[src/rtl/bip_instruction_fetch_if.sv]
// Bus between the BIP fetch/issue front end, program ROM and instruction decoder.
// master = fetch unit; slave = surrounding datapath (ROM, decoder, control).
interface bip_instruction_fetch_if #(
   parameter int unsigned PC_W  = 11,
   parameter int unsigned CNT_W = 16
);
   logic             start;
   logic             stall;
   logic [PC_W-1:0]  prog_addr;
   logic [15:0]      instr_data;
   logic [4:0]       opcode;
   logic [10:0]      operand;
   logic             op_valid;
   logic             halted;
   logic             busy;
   logic [CNT_W-1:0] instr_count;

   modport master (
      input  start, stall, instr_data,
      output prog_addr, opcode, operand, op_valid, halted, busy, instr_count
   );

   modport slave (
      output start, stall, instr_data,
      input  prog_addr, opcode, operand, op_valid, halted, busy, instr_count
   );
endinterface

[src/rtl/bip_instruction_fetch.sv]
// BIP fetch/issue front end: walks program ROM with the PC, splits each word into
// opcode/operand and issues it to the decoder as a one-cycle pulse; stops on HLT.
module bip_instruction_fetch #(
   parameter int unsigned PC_W  = 11,
   parameter int unsigned CNT_W = 16
) (
   input logic                     clk,
   input logic                     reset,
   bip_instruction_fetch_if.master bus
);
   localparam int unsigned ST_W  = 2;
   localparam int unsigned OP_W  = 5;
   localparam int unsigned ARG_W = 11;

   localparam logic [ST_W-1:0] S_IDLE  = 2'd0;
   localparam logic [ST_W-1:0] S_FETCH = 2'd1;
   localparam logic [ST_W-1:0] S_ISSUE = 2'd2;
   localparam logic [ST_W-1:0] S_HALT  = 2'd3;

   localparam logic [OP_W-1:0]  OP_HLT  = 5'b00000;
   localparam logic [CNT_W-1:0] CNT_MAX = {CNT_W{1'b1}};

   logic [ST_W-1:0]  state,    state_nx;
   logic [PC_W-1:0]  pc,       pc_nx;
   logic [OP_W-1:0]  opcode,   opcode_nx;
   logic [ARG_W-1:0] operand,  operand_nx;
   logic             op_valid, op_valid_nx;
   logic             halted,   halted_nx;
   logic             busy,     busy_nx;
   logic [CNT_W-1:0] count,    count_nx;

   logic [OP_W-1:0]  word_op;
   logic [ARG_W-1:0] word_arg;

   assign word_op  = bus.instr_data[15:11];
   assign word_arg = bus.instr_data[10:0];

   // State and output registers; prog_addr is the PC register itself
   always_ff @(posedge clk) begin
      if (reset) begin
         state    <= S_IDLE;
         pc       <= '0;
         opcode   <= '0;
         operand  <= '0;
         op_valid <= 1'b0;
         halted   <= 1'b0;
         busy     <= 1'b0;
         count    <= '0;
      end else begin
         state    <= state_nx;
         pc       <= pc_nx;
         opcode   <= opcode_nx;
         operand  <= operand_nx;
         op_valid <= op_valid_nx;
         halted   <= halted_nx;
         busy     <= busy_nx;
         count    <= count_nx;
      end
   end

   // Next state and next register values
   always_comb begin
      state_nx    = state;
      pc_nx       = pc;
      opcode_nx   = opcode;
      operand_nx  = operand;
      op_valid_nx = 1'b0;
      count_nx    = count;

      case (state)
         S_IDLE, S_HALT: begin
            if (bus.start) begin
               state_nx = S_FETCH;
               pc_nx    = '0;
               count_nx = '0;
            end
         end
         S_FETCH: begin
            if (!bus.stall) state_nx = S_ISSUE;
         end
         S_ISSUE: begin
            operand_nx = word_arg;
            if (word_op == OP_HLT) begin
               // HLT is reported through halted only; PC and count stay put
               state_nx  = S_HALT;
               opcode_nx = OP_HLT;
            end else begin
               state_nx    = S_FETCH;
               opcode_nx   = word_op;
               op_valid_nx = 1'b1;
               pc_nx       = pc + PC_W'(1);
               if (count != CNT_MAX) count_nx = count + CNT_W'(1);
            end
         end
         default: state_nx = S_IDLE;
      endcase

      halted_nx = (state_nx == S_HALT);
      busy_nx   = (state_nx == S_FETCH) || (state_nx == S_ISSUE);
   end

   assign bus.prog_addr   = pc;
   assign bus.opcode      = opcode;
   assign bus.operand     = operand;
   assign bus.op_valid    = op_valid;
   assign bus.halted      = halted;
   assign bus.busy        = busy;
   assign bus.instr_count = count;
endmodule

[src/flat_wrapper.sv]
// flat-port wrapper written by rule: the top's interface ports become plain ports
module bip_instruction_fetch_flat 
#(
   parameter int unsigned PC_W  = 11,
   parameter int unsigned CNT_W = 16
)
  (clk, reset, bus_start, bus_stall, bus_instr_data, bus_prog_addr, bus_opcode, bus_operand, bus_op_valid, bus_halted, bus_busy, bus_instr_count);
  bip_instruction_fetch_if #(.PC_W(PC_W), .CNT_W(CNT_W)) bus_i ();
  input logic clk;
  input logic reset;
  input wire logic [$bits(bus_i.start)-1:0] bus_start;
  input wire logic [$bits(bus_i.stall)-1:0] bus_stall;
  input wire logic [$bits(bus_i.instr_data)-1:0] bus_instr_data;
  output wire logic [$bits(bus_i.prog_addr)-1:0] bus_prog_addr;
  output wire logic [$bits(bus_i.opcode)-1:0] bus_opcode;
  output wire logic [$bits(bus_i.operand)-1:0] bus_operand;
  output wire logic [$bits(bus_i.op_valid)-1:0] bus_op_valid;
  output wire logic [$bits(bus_i.halted)-1:0] bus_halted;
  output wire logic [$bits(bus_i.busy)-1:0] bus_busy;
  output wire logic [$bits(bus_i.instr_count)-1:0] bus_instr_count;
  assign bus_i.start = bus_start;
  assign bus_i.stall = bus_stall;
  assign bus_i.instr_data = bus_instr_data;
  assign bus_prog_addr = bus_i.prog_addr;
  assign bus_opcode = bus_i.opcode;
  assign bus_operand = bus_i.operand;
  assign bus_op_valid = bus_i.op_valid;
  assign bus_halted = bus_i.halted;
  assign bus_busy = bus_i.busy;
  assign bus_instr_count = bus_i.instr_count;
  bip_instruction_fetch #(.PC_W(PC_W), .CNT_W(CNT_W)) u_core (.clk(clk), .reset(reset), .bus(bus_i));
endmodule
[config.mk]
export PLATFORM = sky130hd
export DESIGN_NAME = bip_instruction_fetch_flat
export DESIGN_NICKNAME = d
export VERILOG_FILES = /design/src/rtl/bip_instruction_fetch_if.sv /design/src/rtl/bip_instruction_fetch.sv /design/src/flat_wrapper.sv
export SDC_FILE = /design/constraint.sdc
export NUM_CORES = 1
export LEC_CHECK = 0
export CAP_MARGIN = 30
export CORE_MARGIN = 2
export CORE_UTILIZATION = 30
export DETAILED_ROUTE_END_ITERATION = 7
export GPL_ROUTABILITY_DRIVEN = 0
export PLACE_DENSITY = 0.66
export SLEW_MARGIN = 20
export SYNTH_ARGS = -nofsm -noshare
export SYNTH_HDL_FRONTEND = slang
export SYNTH_SLANG_ARGS = --single-unit
[constraint.sdc]
create_clock -name clk -period 2.65 [get_ports clk]
set_input_delay 0.53 -clock clk [delete_from_list [all_inputs] [get_ports clk]]
set_output_delay 0.53 -clock clk [all_outputs]
set_load 0.02 [all_outputs]
==> run_results.csv, run 1 <==
group,metric,value,unit
timing,fmax,450,MHz
hold_path,whs_endpoint,"u_core.bus.prog_addr[10]",
finish,n_antenna_cell,0,
clock_tree,clkTransAtPathRegs,0.09,ns
global_route,grt_pass1_wl,10100,um
run,cap_violations,0,
clock_tree,clockRootBuffer,"clkbuf_8",
floorplanning,die_w,93.4,um
setup_path,cp_max_fo,8,
detailed_routing,dr.pass1.iters,4,
synth,synth_edf_count,0,
pwr,powerDensity,549,mW/mm^2
placed_design,dp_slack,0.124,ns
clock_tree,cts_max_level,2,
finish,nNetsFinal,350,
clock_tree,ctsResizeCount,0,
global_route,antenna_found_initial,0,
hold_path,min_path_type,"reg2reg",
timing,setup_tns,0,ns
timing,finClkSkew,0.00382,ns
synth,synth_top_cell_by_area,"dfxtp_1",
synth,ys_seq_area_frac,0.401,
setup_path,cpPeakStageDelay,0.62,ns
pwr,finalPower,1.79,mW
clock_tree,holdBufCountCts,0,
timing,relSlewSlack,0.522,
synth,synth.top_cell.area_share,0.401,
clock_tree,clkLatencyLatePin,0.31,ns
setup_path,endpoint_kind,"flop",
setup_path,worstPathArrival,2.41,ns
global_route,grt_pass1_vias,2204,
synth,synthCells,265,
clock_tree,cts.sinks,48,
placed_design,dp_hpwl,4220,um
clock_tree,cts_buffer_depth,2,
setup_path,crit_path_cell_trace,"clkdlybuf4s50_1 -> or4_4 -> o21ai_1 -> a21oi_1 -> a211oi_1 -> ha_1 -> nor2b_1",
pwr,vdd_drop_max,0.320,mV
timing,hold_viol_final,0,
detailed_routing,vias_per_cell,5.20,
timing,finalMaxSlewViolations,0,
detailed_routing,drt-total-wl,6150,um
timing,grt_setup_unrepaired,"no",
detailed_routing,drt-initial-drc-count,82,
synth,syn_area_per_cell,9.05,sq um
floorplanning,core,0.00773,sq mm
timing,post-route-period-util,0.839,
detailed_routing,wire_per_inst,14.4,um
hold_path,hold_path_depth,2,
pwr,p_leak,1.03,nW
finish,areaGrowthSynthToFinish,35.6,%
synth,ys_ff_latch,48,
setup_path,required,2.84,ns
detailed_routing,drc_errors,0,
synth,ys_warn_count,0,
synth,syn-num-nets,290,
synth,synth.distinct_cells,49,
floorplanning,start_util,0.310,
synth,synth.cell_area,0.00240,sq mm
synth,async_flop_share,0,
setup_path,critPathLaunchType,"input port",
floorplanning,io_pins,66,
timing,setup-violations-final,0,
floorplanning,die-height,93.4,um
floorplanning,dieArea,0.00872,sq mm
setup_path,reg2reg_slack,0.58,ns
setup_path,r2r-start,"u_core.state[0]",
timing,setup_ws,0.426,ns
timing,fin_crit,2.22,ns
finish,drive_above_1_share,0.0828,
finish,post-route-util,0.421,
hold_path,holdCritStartpoint,"u_core.bus.prog_addr[10]",
setup_path,reg2regPathDepth,7,
setup_path,worstReg2RegEnd,"u_core.bus.instr_count[10]",
setup_path,path_class,"in2reg",
detailed_routing,vias,2224,
setup_path,cpMaxStageDelayCell,"or4_4",
detailed_routing,final_antenna_net_count,0,
floorplanning,num_rows,32,
status,status,"completed",
clock_tree,cts_tree,"done",
timing,max_slew.worst_pin.slew,0.712,ns
global_route,track_usage,0.143,
clock_tree,cts_buffers,5,
timing,holdWs,0.498,ns
placed_design,io_buffers,65,
synth,synthTopCellsByArea,"dfxtp_1 40%, mux2i_1 6.7%, or4_1 4.1%",
clock_tree,postCtsSetupBuffers,0,
global_route,grt_overflow,0,
global_route,grt_max_degree,35,
synth,synth_ff_type,"dfxtp_1",
[critical path: cells and delay by family]
family,cells,cell delay [ns]
buffers and inverters,1,0.42
AND/OR/NAND/NOR,2,0.74
AO/OA/AOI/OAI,3,0.44
adder cells (fa/ha/maj),1,0.26
[how the worst max path moves through the flow]
stage                        from         endpoint  slack, ns
2_1_floorplan  bus_instr_data[12]  u_core.bus.busy       0.62
3_3_place_gp   bus_instr_data[12]  u_core.bus.busy       0.16
3_5_place_dp   bus_instr_data[12]  u_core.bus.busy       0.12
4_1_cts        bus_instr_data[12]  u_core.bus.busy       0.46
5_1_grt        bus_instr_data[12]  u_core.bus.busy       0.33
6_report       bus_instr_data[12]  u_core.bus.busy       0.43
[sequential cells by signal (all words and copies together), names as in the netlist]
register,flops
u_core.bus.halted,1
u_core.bus.instr_count,16
u_core.bus.op_valid,1
u_core.bus.operand,11
u_core.bus.prog_addr,11
u_core.bus.opcode,5
u_core.state,2
u_core.bus.busy,1
[cells in the mapped netlist (7+ instances only)]
| cell type | n |
|---|---|
| nand2_1 | 9 |
| or4_1 | 13 |
| inv_1 | 8 |
| o21ai_1 | 10 |
| a31oi_1 | 7 |
| nor2_1 | 21 |
| dfxtp_1 | 48 |
| a21oi_1 | 11 |
| nand3_1 | 16 |
| mux2i_1 | 16 |
| clkbuf_1 | 8 |
| nand4_1 | 11 |
[per-stage QoR]
| step | area (sq um) | instances |
|---|---|---|
| floorplan | 2400 | 265 |
| global placement | 3120 | 420 |
| detailed placement | 3120 | 420 |
| CTS | 3250 | 428 |
| global route | 3250 | 428 |
| finish | 3250 | 428 |
[final cells by class]
class,count,area [sq um]
multi-input combinational,189,1280
fill,747,4480
clock inverter,1,30.0
inverter,8,30.0
timing repair buffer,73,723
sequential,48,961
tap,102,128
clock buffer,7,96.3
[routing by layer]
| metal | wire (um) | up-vias | track usage | part of all wire |
|---|---|---|---|---|
| li1 | - | 1107 | - | - |
| met1 | 2790 | 1057 | 0.171 | 0.45 |
| met2 | 2960 | 55 | 0.245 | 0.48 |
| met3 | 352 | 5 | 0.0427 | 0.057 |
| met4 | 46 | 0 | 0.0490 | 0.0075 |
| met5 | 0 | - | 0 | 0 |
[cells in the final DEF, fill, tap and decap left out, types with 9 or more instances in the layout]
master / instances
a21oi_1: 11
nor2_1: 21
dfxtp_1: 48
clkdlybuf4s50_1: 65
nand2_1: 9
nand3_1: 16
mux2i_1: 16
or4_1: 13
o21ai_1: 10
nand4_1: 11
[kinds of logic (layout without fill, tap and decap cells)]
group           after synthesis  after routing  share of synthesized area
simple gates                103            103                      0.248
compound gates               61             61                      0.176
flops                        48             48                      0.401
buf+inv                      28             89                     0.0652
mux                          17             17                     0.0731
fa+ha+maj                     5              5                     0.0261
xor+xnor                      3              3                     0.0110
[report_power, final]
part           switching (mW)  internal [mW]
Clock                   0.257          0.333
Combinational           0.225          0.192
Sequential             0.0238          0.756
(Power assumes the default switching activity.)
==> run 2, diff against run 1 <==
- PLACE_DENSITY: 0.66 -> 0.68
- clock period: 2.65 -> 1.88 ns (I/O delays scaled with it)
==> run_results.csv, run 2 (synthesis gave the netlist of run 1 again) <==
group,metric,value,unit
status,status,"completed",
finish,n_antenna_cell,0,
detailed_routing,dr.pass1.iters,4,
placed_design,dp_hpwl,4540,um
detailed_routing,drt-initial-drc-count,125,
timing,hold_viol_final,0,
setup_path,cpPeakStageDelay,0.59,ns
timing,fmax,543,MHz
placed_design,dp_slack,-0.478,ns
timing,grt_setup_unrepaired,"no",
global_route,grt_overflow,0,
detailed_routing,vias_per_cell,5.20,
floorplanning,dieArea,0.00872,sq mm
finish,nNetsFinal,375,
floorplanning,die_w,93.4,um
setup_path,required,2.08,ns
global_route,grt_max_degree,29,
clock_tree,cts_buffer_depth,2,
timing,setup_ws,0.0397,ns
global_route,antenna_found_initial,0,
placed_design,io_buffers,65,
detailed_routing,vias,2354,
setup_path,endpoint_kind,"flop",
floorplanning,die-height,93.4,um
pwr,vdd_drop_max,0.288,mV
clock_tree,holdBufCountCts,0,
clock_tree,cts_buffers,5,
timing,setup_tns,0,ns
setup_path,path_class,"in2reg",
setup_path,crit_buf_inv,1,
clock_tree,clkLatencyLatePin,0.31,ns
hold_path,hold_path_depth,3,
setup_path,cp_max_fo,4,
timing,setup-violations-final,0,
clock_tree,cts.sinks,48,
timing,max_slew.worst_pin.slew,0.349,ns
detailed_routing,wire_per_inst,13.8,um
clock_tree,clkTransAtPathRegs,0.09,ns
pwr,powerDensity,687,mW/mm^2
setup_path,worstPathArrival,2.04,ns
clock_tree,cts_tree,"done",
pwr,p_leak,1.16,nW
detailed_routing,route.met3.wl,394,um
global_route,track_usage,0.148,
setup_path,crit_path_cell_trace,"dlygate4sd2_1 -> or4_4 -> o21ai_2 -> a21oi_2 -> a211oi_2 -> ha_1 -> nor2b_1",
setup_path,cpMaxStageDelayCell,"or4_4",
timing,relSlewSlack,0.761,
pwr,finalPower,2.40,mW
global_route,grt_pass1_vias,2352,
detailed_routing,drt-total-wl,6260,um
finish,largest_register_ffs,16,
timing,finClkSkew,0.0113,ns
hold_path,min_path_type,"in2reg",
clock_tree,clockRootBuffer,"clkbuf_8",
floorplanning,start_util,0.310,
timing,fin_crit,1.84,ns
clock_tree,cts_max_level,2,
detailed_routing,final_antenna_net_count,0,
finish,drive_above_1_share,0.185,
setup_path,critPathLaunchType,"input port",
floorplanning,num_rows,32,
finish,mostFrequentLayoutCell,"clkdlybuf4s50_1",
finish,areaGrowthSynthToFinish,45.8,%
finish,final_cell_mix,"61 x clkdlybuf4s50_1, 45 x dfxtp_1, 28 x buf_4",
detailed_routing,met1Wirelength,2740,um
detailed_routing,dr.max_layer_used,"met4",
floorplanning,io_pins,66,
setup_path,crit_family,"simple AND/OR/NAND/NOR gates",
run,cap_violations,0,
setup_path,cp_num_cells,7,
timing,post-route-period-util,0.979,
global_route,grt_pass1_wl,10600,um
detailed_routing,wl_met2,3040,um
detailed_routing,drc_errors,0,
setup_path,reg2regPathDepth,7,
timing,finalMaxSlewViolations,0,
floorplanning,core,0.00773,sq mm
run 2: worst paths after layout:
path,to,from,slack (ns)
worst max-delay path,u_core.bus.busy,bus_instr_data[14],0.04
worst min-delay path,u_core.bus.opcode[0],bus_instr_data[11],0.46
worst max register to register,u_core.bus.instr_count[10],u_core.state[0],0.08
worst min register to register,u_core.bus.opcode[0],u_core.bus.opcode[0],0.51
run 2: power by group:
part	switching, mW	internal [mW]
clock network	0.351	0.260
logic	0.351	0.341
registers	0.0287	1.07
run 2: through the flow:
stage | instances | instance area, sq um | util | hold slack (ns)
after floorplan | 265 | 2400 | - | 0.493
after global placement | 445 | 3350 | 0.434 | 0.466
after detailed placement | 445 | 3350 | 0.434 | 0.481
final | 453 | 3490 | 0.452 | 0.461
after global routing | 453 | 3490 | 0.452 | 0.488
after CTS | 453 | 3450 | 0.446 | 0.449
run 2: timing repair:
action | CTS | global route
pin swaps | 5 | 2
cloned | 0 | 0
gates resized for setup | 7 | 11
setup buffers | 0 | 0
endpoints found under the setup margin | 14 | 18
run 2: worst register-to-register path, stage by stage (launching register included):
cell and delay [ns]:
dfxtp_2 0.33, inv_1 0.06, ha_4 0.27, mux2_4 0.19, o21ai_4 0.07, buf_12 0.15, or4_1 0.52, a31oi_1 0.16
run 2: metal layers:
layer,vias to the layer above,global-route usage
met5,-,0
met4,0,0.0551
met3,8,0.0435
met2,62,0.249
met1,1120,0.179
li1,1164,-
run 2: layout make-up:
cell class	instances	area [sq um]
fillers	749	4230
multi-input cells	189	1340
flip-flops and latches	48	965
repair buffers	98	947
well taps	102	128
clock buffers	5	68.8
inverters	8	30.0
clock inverters	3	18.8
==> run 3, diff against run 2 <==
- PLACE_DENSITY: 0.68 -> 0.66
- clock period: 1.88 -> 2.3 ns (I/O delays scaled with it)
==> run_results.csv, run 3 (synthesis gave the netlist of run 1 again) <==
group,metric,value,unit
detailed_routing,wire_per_inst,13.9,um
finish,areaGrowthSynthToFinish,36.7,%
detailed_routing,final_antenna_net_count,0,
run,cap_violations,0,
finish,fillers,773,
pwr,internal_power,1.42,mW
clock_tree,postCtsSetupBuffers,0,
timing,holdWs,0.492,ns
global_route,use_met3,0.0363,
clock_tree,holdBufCountCts,0,
timing,grt_setup_unrepaired,"no",
clock_tree,cts_max_level,2,
detailed_routing,drt-initial-drc-count,116,
global_route,grt_max_degree,33,
timing,fmax,476,MHz
floorplanning,core,0.00773,sq mm
placed_design,dp_slack,-0.0901,ns
status,status,"completed",
placed_design,dp_hpwl,4360,um
timing,setup_ws,0.197,ns
detailed_routing,vias,2261,
timing,fin_crit,2.10,ns
pwr,powerDensity,604,mW/mm^2
floorplanning,io_pins,66,
timing,setup-violations-final,0,
floorplanning,dieArea,0.00872,sq mm
timing,finClkSkew,0.00671,ns
floorplanning,num_rows,32,
detailed_routing,vias_per_cell,5.21,
clock_tree,clkTransAtPathRegs,0.09,ns
global_route,antenna_found_initial,0,
clock_tree,ctsResizeCount,0,
pwr,power_frac_comb,0.241,
pwr,vdd_drop_max,0.346,mV
global_route,met1_usage,0.182,
setup_path,path_class,"in2reg",
clock_tree,clkLatencyLatePin,0.29,ns
global_route,track_usage,0.142,
setup_path,cp_max_fo,5,
global_route,grt_overflow,0,
global_route,top_usage_layer,"met2",
global_route,grt_pass1_vias,2137,
global_route,grt_pass1_wl,10000,um
clock_tree,cts_tree,"done",
floorplanning,start_util,0.310,
pwr,power.switching,0.565,mW
hold_path,min_path_type,"reg2reg",
global_route,grtUsageMet2,0.236,
pwr,switching_share,0.285,
timing,finalMaxSlewViolations,0,
pwr,p_leak,1.05,nW
floorplanning,die_w,93.4,um
finish,drive_above_1_share,0.0964,
finish,n_antenna_cell,0,
clock_tree,cts_buffers,5,
timing,max_slew.worst_pin.slew,0.770,ns
finish,largest_register_ffs,16,
setup_path,required,2.48,ns
detailed_routing,drc_errors,0,
timing,relSlewSlack,0.483,
clock_tree,cts_buffer_depth,2,
pwr,clockPowerShare,0.305,
clock_tree,cts.sinks,48,
setup_path,critPathLaunchType,"input port",
finish,final_cell_mix,"65 x clkdlybuf4s50_1, 48 x dfxtp_1, 21 x nor2_1",
timing,post-route-period-util,0.914,
pwr,pwr-share-seq,0.454,
timing,hold_viol_final,0,
setup_path,worstPathArrival,2.28,ns
finish,nNetsFinal,356,
placed_design,io_buffers,65,
detailed_routing,drt-total-wl,6010,um
detailed_routing,dr.pass1.iters,4,
setup_path,endpoint_kind,"flop",
floorplanning,die-height,93.4,um
clock_tree,clockRootBuffer,"clkbuf_8",
finish,mostFrequentLayoutCell,"clkdlybuf4s50_1",
-- run 3: changes by cell type in the layout (fill, tap and decap cells not counted), sizes merged --
cell and delta:
clkbuf +1, buf -19, dlygate4sd2 -4, clkinv -2, clkdlybuf4s50 +4, bufinv +1
-- run 3: final cells by class --
cell class	count	area (sq um)	area share
timing repair buffer	79	768	0.234
clock buffer	6	72.6	0.0221
tap	102	128	0.0389
inverter	8	30.0	0.00916
multi-input combinational	189	1280	0.391
sequential	48	961	0.293
clock inverter	2	35.0	0.0107
-- run 3: worst paths after layout --
kind,startpoint,end,slack [ns],cells after the start
worst min-delay path,u_core.bus.prog_addr[10],u_core.bus.prog_addr[10],0.49,2
worst max-delay path,bus_instr_data[12],u_core.bus.busy,0.20,7
worst min register to register,u_core.bus.prog_addr[10],u_core.bus.prog_addr[10],0.49,2
worst max register to register,u_core.state[0],u_core.bus.instr_count[11],0.23,7
-- run 3: through the flow --
step	power (mW)	std cells	utilization	setup TNS (ns)	area, sq um
2_1_floorplan	1.23	265	-	0	2400
3_3_place_gp	1.38	426	0.410	-0.223	3170
3_5_place_dp	1.39	426	0.410	-0.460	3170
4_1_cts	2.01	434	0.424	0	3280
5_1_grt	2.10	434	0.424	0	3280
6_report	1.98	434	0.424	0	3280
-- run 3: per-layer routing --
metal / routed length, um / vias to the layer above
li1: - / 1125
met1: 2760 / 1080
met2: 2880 / 50
met3: 312 / 6
met4: 57 / 0
met5: 0 / -
-- run 3: power groups by stage --
| stage | registers (mW) | clock network, mW | logic, mW |
|---|---|---|---|
| 2_1_floorplan | 0.951 | 0 | 0.279 |
| 3_3_place_gp | 0.916 | 0 | 0.467 |
| 3_5_place_dp | 0.916 | 0 | 0.477 |
| 4_1_cts | 0.899 | 0.628 | 0.479 |
| 5_1_grt | 0.904 | 0.669 | 0.523 |
| 6_report | 0.898 | 0.605 | 0.478 |
-- run 3: critical path, stage by stage --
cell and delay (ns):
clkdlybuf4s50_1 0.42, or4_4 0.58, o21ai_1 0.14, a21oi_1 0.09, a211oi_1 0.19, ha_1 0.26, nor2b_1 0.12
